`src/rtl/md_hazard_ctrl.sv`:
```
// Pipeline sequencing controller: load-use hazard detect and multi-cycle mul/div hold.
// Latency: stall is combinational from ID/EX fields and FSM state; md_busy/md_done are registered-state derived.
// Backpressure: drives StallBus; MD hold (001111) outranks load-use bubble (000111); forced to 0 in reset.
module md_hazard_ctrl #(
  parameter int DIV_CYCLES = 32,
  parameter int MUL_CYCLES = 2
) (
  input  logic        clk,
  input  logic        rst,
  input  logic        id_valid,
  input  logic [4:0]  id_rs,
  input  logic [4:0]  id_rt,
  input  logic        id_use_rs,
  input  logic        id_use_rt,
  input  logic        ex_rf_we,
  input  logic [4:0]  ex_rf_waddr,
  input  logic        ex_load,
  input  logic        ex_md_start,
  input  logic        ex_md_is_div,
  output logic [5:0]  stall,
  output logic        md_busy,
  output logic        md_done,
  output logic [31:0] perf_stall_cycles
);

  typedef enum logic [1:0] {
    IDLE = 2'd0,
    BUSY = 2'd1,
    DONE = 2'd2
  } state_t;

  // The start cycle itself counts as one stall cycle, so BUSY covers N-1 more.
  localparam logic [5:0] DIV_LOAD = 6'(DIV_CYCLES - 1);
  localparam logic [5:0] MUL_LOAD = 6'(MUL_CYCLES - 1);

  localparam logic [5:0] STALL_MD = 6'b001111;
  localparam logic [5:0] STALL_LU = 6'b000111;

  state_t     state, state_nxt;
  logic [5:0] cnt, cnt_nxt;
  logic       md_stall;
  logic       lu;

  // Load-use: EX load targets a register ID is about to read; r0 never hazards.
  always_comb begin
    lu = id_valid & ex_load & ex_rf_we & (ex_rf_waddr != 5'd0) &
         ((id_use_rs & (id_rs == ex_rf_waddr)) |
          (id_use_rt & (id_rt == ex_rf_waddr)));
  end

  // State and countdown register; reset aborts any sequence in flight.
  always_ff @(posedge clk) begin
    if (rst) begin
      state <= IDLE;
      cnt   <= 6'd0;
    end else begin
      state <= state_nxt;
      cnt   <= cnt_nxt;
    end
  end

  // Sequencer next-state; start is only honoured from IDLE since BUSY/DONE hold the same instruction.
  always_comb begin
    state_nxt = state;
    cnt_nxt   = cnt;
    md_stall  = 1'b0;
    case (state)
      IDLE: begin
        if (ex_md_start) begin
          md_stall  = 1'b1;
          cnt_nxt   = ex_md_is_div ? DIV_LOAD : MUL_LOAD;
          state_nxt = BUSY;
        end
      end
      BUSY: begin
        md_stall = 1'b1;
        if (cnt == 6'd1) begin
          state_nxt = DONE;
        end else begin
          cnt_nxt = cnt - 6'd1;
        end
      end
      DONE: begin
        state_nxt = IDLE;
      end
      default: begin
        state_nxt = IDLE;
      end
    endcase
  end

  // StallBus priority: reset > MD hold > load-use bubble (only outside BUSY) > run.
  always_comb begin
    stall = 6'b000000;
    if (rst) begin
      stall = 6'b000000;
    end else if (md_stall) begin
      stall = STALL_MD;
    end else if (lu && (state != BUSY)) begin
      stall = STALL_LU;
    end
  end

  // Status flags straight from the registered state.
  always_comb begin
    md_busy = (state != IDLE);
    md_done = (state == DONE);
  end

  // Count cycles in which the PC was frozen; wraps naturally at 32 bits.
  always_ff @(posedge clk) begin
    if (rst) begin
      perf_stall_cycles <= 32'd0;
    end else if (stall[0]) begin
      perf_stall_cycles <= perf_stall_cycles + 32'd1;
    end
  end

endmodule

```
`config.mk`:
```
export PLATFORM = sky130hd
export DESIGN_NAME = md_hazard_ctrl
export DESIGN_NICKNAME = d
export VERILOG_FILES = /design/src/rtl/md_hazard_ctrl.sv
export SDC_FILE = /design/constraint.sdc
export NUM_CORES = 1
export LEC_CHECK = 0
export BUFFER_PORTS_ARGS = -buffer_cell sky130_fd_sc_hd__buf_4
export CORE_MARGIN = 2
export CORE_UTILIZATION = 58
export CTS_BUF_LIST = sky130_fd_sc_hd__clkbuf_8
export DETAILED_ROUTE_END_ITERATION = 8
export HOLD_SLACK_MARGIN = 0.15
export PLACE_DENSITY = 0.87
export SLEW_MARGIN = 20
export SYNTH_ARGS = -nofsm -noshare
export SYNTH_HDL_FRONTEND = slang
export SYNTH_SLANG_ARGS = --single-unit
```
`constraint.sdc`:
```
create_clock -name clk -period 3 [get_ports clk]
set_clock_uncertainty 0.15 [all_clocks]
set_input_delay 0.45 -clock clk [delete_from_list [all_inputs] [get_ports clk]]
set_output_delay 0.45 -clock clk [all_outputs]
set_load 0.05 [all_outputs]
```
* After elaboration in Yosys (flattened, before gate mapping) *
Cells that the tools add are included.

operators by class
  divide/modulo/power cells = 0
  equal/unequal tests = 9
  bitwise operators = 7
  multiplexer cells = 12
  shift-type cells = 0
  $lt $le $gt $ge = 0
  $mul = 0
  $add $sub $neg = 2
  reduce and logical (&&, ||, !) cells = 7

operators with widths
  cell                                                   count
  adder 32 x 1 -> 32 bit, second input constant          1
  2-to-1 mux 6 bit                                       2
  case mux 6 bit (2 select lines)                        1
  == test 5 bit                                          2
  2-to-1 mux 4 bit                                       2
  bitwise AND 1 bit                                      6
  == test 6 x 1 -> 1 bit, second input constant          1
  inequality test 2 bit, second input constant           3
  subtractor 6 x 1 -> 6 bit, second input constant       1
  2-to-1 mux 5 bit                                       1
  nonzero test 5 bit                                     1
  2-to-1 mux 2 bit                                       2
  case mux 2 bit (2 select lines)                        1
  nonzero test 2 bit                                     2
  2-to-1 mux 3 bit                                       1
  AND reduction 3 bit                                    1
  == test 2 x 1 -> 1 bit, second input constant          1
  == test 2 bit, second input constant                   1
  logical NOT 2 bit                                      1
  inequality test 2 x 1 -> 1 bit, second input constant  1
  case mux 1 bit (2 select lines)                        1
  AND reduction 2 bit                                    1
  logical AND 1 bit                                      1
  2-to-1 mux 1 bit                                       1
  bitwise OR 1 bit                                       1

storage, ports and cells
  register bits after elaboration = 40
  memories = 0
  latch bits = 0
  output and inout port bits = 40
  bits in writable memories = 0
  memory bits (read-only) = 0

* Longest topological paths before layout *
  depth in word-level cells = 8
  depth in mapped cells = 8

* Worst setup path after synthesis *
Ideal clock, no wire load.

  kind = in2out
  start = in ex_rf_waddr[1]
  end = out stall[1]
  stages on the path = 7
  arrival = 2.352 ns
  path slack = 0.048 ns
  cells stage by stage = xnor2_1 > nand4_1 > o22ai_1 > a21oi_1 > buf_2 > nor2_1 > buf_4

on the way
  longest elaborated chain between the ends = 8
  elaborated cells between the ends (all ways) = 12

ends and longest elaborated chain
  element                               line    source
  from (decl)                           16      input logic [4:0] ex_rf_waddr,
  == test 5 bit (on tied branches)      47, 48
  bitwise AND 1 bit (on tied branches)  47, 48
  bitwise OR 1 bit                      47      ((id_use_rs & (id_rs == ex_rf_waddr)) |
  bitwise AND 1 bit (*)                 46      lu = id_valid & ex_load & ex_rf_we & (ex_rf_waddr != 5'd0) &
  logical AND 1 bit (*)                 99      end else if (lu && (state != BUSY)) begin
  2-to-1 mux 3 bit (*)                  99
  2-to-1 mux 4 bit (*)                  97      end else if (md_stall) begin
  2-to-1 mux 4 bit (*)                  95      if (rst) begin
  to (decl)                             20      output logic [5:0] stall,

Mark *: on every way between the ends. The rest lies on a longest branch, timed or not.

* Final worst setup path *
  start = in ex_rf_waddr[4]
  end = out stall[1]

The elaborated chain is that of the path after synthesis.

==> out/metrics.yaml <==
powerDensity_nw_per_um2: 445
grt_max_degree: 49
drive_above_1_share_pct: 25.1
areaGrowthSynthToFinish_pct: 24.3
hold_path.class: "input pin to flop"
yosys.area.top_type: "dfxtp_1"
routed_via_density: 5.86
seq_area_frac_synth_pct: 34.6
muxShareOfSynthArea_pct: 0.973
fin_nets: 376
dieArea_um2: 4510
max-cap-violations: 0
wire_per_inst_um: 14.2
avgSynthCellArea_um2: 7.87
synth_cell_types: 47
drt_iter0_markers: 185
top_layer: "met4"
clock_path_buffers: 2
hold_start: "ex_md_start"
power_uw: 1280
grt_util_all_layers_pct: 27.7
period_share_pct: 77.6
yosys.area_share.simple_pct: 32.9
dr_wl_met3_um: 285
wl_met2_um: 2840
wl_met1_um: 2440
grt_setup_unrepaired: "false"
power.static_leakage_uw: 0.00112
async_flop_share_pct: 0
rows: 22
synth_edf_count: 0
rr_worst_depth: 6
routabilityCongestion: 0.741
antenna_left: 0
synthFlopType: "dfxtp_1"
worstSkewPairLatency_ns: 0.30
multiInputGateArea_um2: 1370
min_period_ns: 2.33
grt_pass1_wl_um: 9580
dp_hpwl_um: 4020
holdPathStages: 2
setup-tns-final_ns: 0
worst_hold_path.endpoint: "cnt[5]"
critPathLaunch: "ex_rf_waddr[4]"
rr_endpoint: "perf_stall_cycles[28]"
numClockSinks: 40
portBuffers: 61
die_w_um: 67.2
syn_area_um2: 2310
final_core_util_pct: 76.8
status: "finished, final reports clean"
regArea_um2: 801
synth_top_family_by_area: "simple AND/OR/NAND/NOR gates"
rr_startpoint: "perf_stall_cycles[2]"
finalHoldViolations: 0
synth_commonest_cells: "40 x dfxtp_1, 30 x a21oi_1, 30 x nor2_1"
synth-xor-area-share_pct: 4.92
io_pins: 64
hold_buffers: 0
cts_tree: "yes"
first_pass_iters: 4
synth_fa_ha_area_share_pct: 1.62
max_slew_margin_pct: 37.1
dieHeight_um: 67.2
overflow: 0
coreArea_um2: 3740
setup_viol: 0
antenna_found_initial: 0
start_kind: "input pin"
fmaxAchievable_mhz: 430
n_fill_cell: 295
post_cts_buffers: 0
drc: 0
ys_top_cells_by_area: "dfxtp_1 35%, a21oi_1 6.5%, nor2_1 4.9%"
syn_inst: 294
cp.required_ns: 2.40
ir_drop_v: 0.000356
yosysMostFrequentCell: "dfxtp_1"
pre_cts_ws_ns: 0.597
initial_core_util_pct: 61.8
yosysWarningCount: 0
cts_buffers: 5
cts-root-buf: "clkbuf_8"
htree_levels: 2
crit_path_max_fanout: 3
crit_arrival_ns: 1.73
post_cts_resized: 0
slew_violations: 0
n_antenna_cell: 0
grt_pass1_vias: 2244
crit_path_end_kind: "output port"
synth_top_area_share_pct: 34.6
rrSetupSlack_ns: 0.77
ys_ff_latch: 40
setup_slack_ns: 0.672
worst_pin_slew_ns: 0.939
routed_wl_um: 5660
worst-setup-path-type: "input pin to output port"
cts.clk_slew.worst_paths_ns: 0.07
vias: 2334
synth_compound_area_share_pct: 18.5
-- cells in the final DEF (no fill, tap or decap), types with 2 or more instances in the layout --
cell type	n
dfxtp_1	40
buf_4	63
or3_1	5
nor4_1	3
o31ai_1	8
ha_1	3
nand4_1	14
a211oi_1	2
conb_1	2
nand4b_1	2
or4_1	8
a21oi_1	30
nand2b_1	4
clkbuf_8	5
o21ai_0	10
nand3_1	15
and3_1	5
a21o_1	2
nor3b_1	2
mux2_2	2
xnor2_1	12
and4_1	2
nor2_1	30
inv_1	16
a41o_1	2
nor2b_1	4
nor4_4	2
nor3_1	9
o32ai_1	2
a31o_2	7
and2_1	5
nand2_1	19
-- critical path, stage by stage --
cell,delay (ns)
buf_4,0.13
xnor2_1,0.17
nand4_1,0.13
o22ai_1,0.28
a21oi_1,0.15
nor2_1,0.19
buf_4,0.23
-- layer usage --
metal  vias to the layer above  GRT usage (%)
li1                       1171              -
met1                      1092           32.7
met2                        61           47.4
met3                        10           7.33
met4                         0           12.0
met5                         -              0
-- cell type report --
cell class | instances | share of cell area (%)
Clock buffer | 5 | 2.39
Multi-Input combinational cell | 223 | 47.7
Inverter | 16 | 2.09
Tap cell | 48 | 2.09
Timing Repair Buffer | 63 | 16.4
Clock inverter | 3 | 1.48
Sequential cell | 40 | 27.8
-- per-stage QoR --
stage | area [µm²] | std cells | hold WS (ns)
3_5_place_dp | 2770 | 390 | 0.337
5_1_grt | 2880 | 398 | 0.207
4_1_cts | 2880 | 398 | 0.187
2_1_floorplan | 2320 | 295 | 0.331
3_3_place_gp | 2770 | 390 | 0.332
6_report | 2880 | 398 | 0.190
-- power by group --
group	leakage [µW]	total, µW	internal [µW]	switching (µW)
combinational	0.000744	260	94.2	165
sequential	0.000324	577	551	25.1
clock	0.0000541	444	246	198
-- registers in the layout, indices dropped and copies added, names as in the netlist --
signal             flops
perf_stall_cycles     32
state                  2
cnt                    6
-- worst max path at each step --
stage	endpoint	slack, ns	cells past startpoint
floorplan	stall[1]	0.05	7
global placement	perf_stall_cycles[19]	0.66	8
detailed placement	perf_stall_cycles[17]	0.60	8
CTS	stall[1]	0.66	7
global route	stall[0]	0.58	7
finish	stall[1]	0.67	7
-- cells by family after synthesis --
kind of cell	after synthesis
AND/OR/NAND/NOR	135
AO/OA/AOI/OAI	68
flip-flops	40
buffers and inverters	32
XOR/XNOR	13
adder cells (fa/ha/maj)	3
multiplexers	2
other	1
Power figures use the tool's default switching activity.
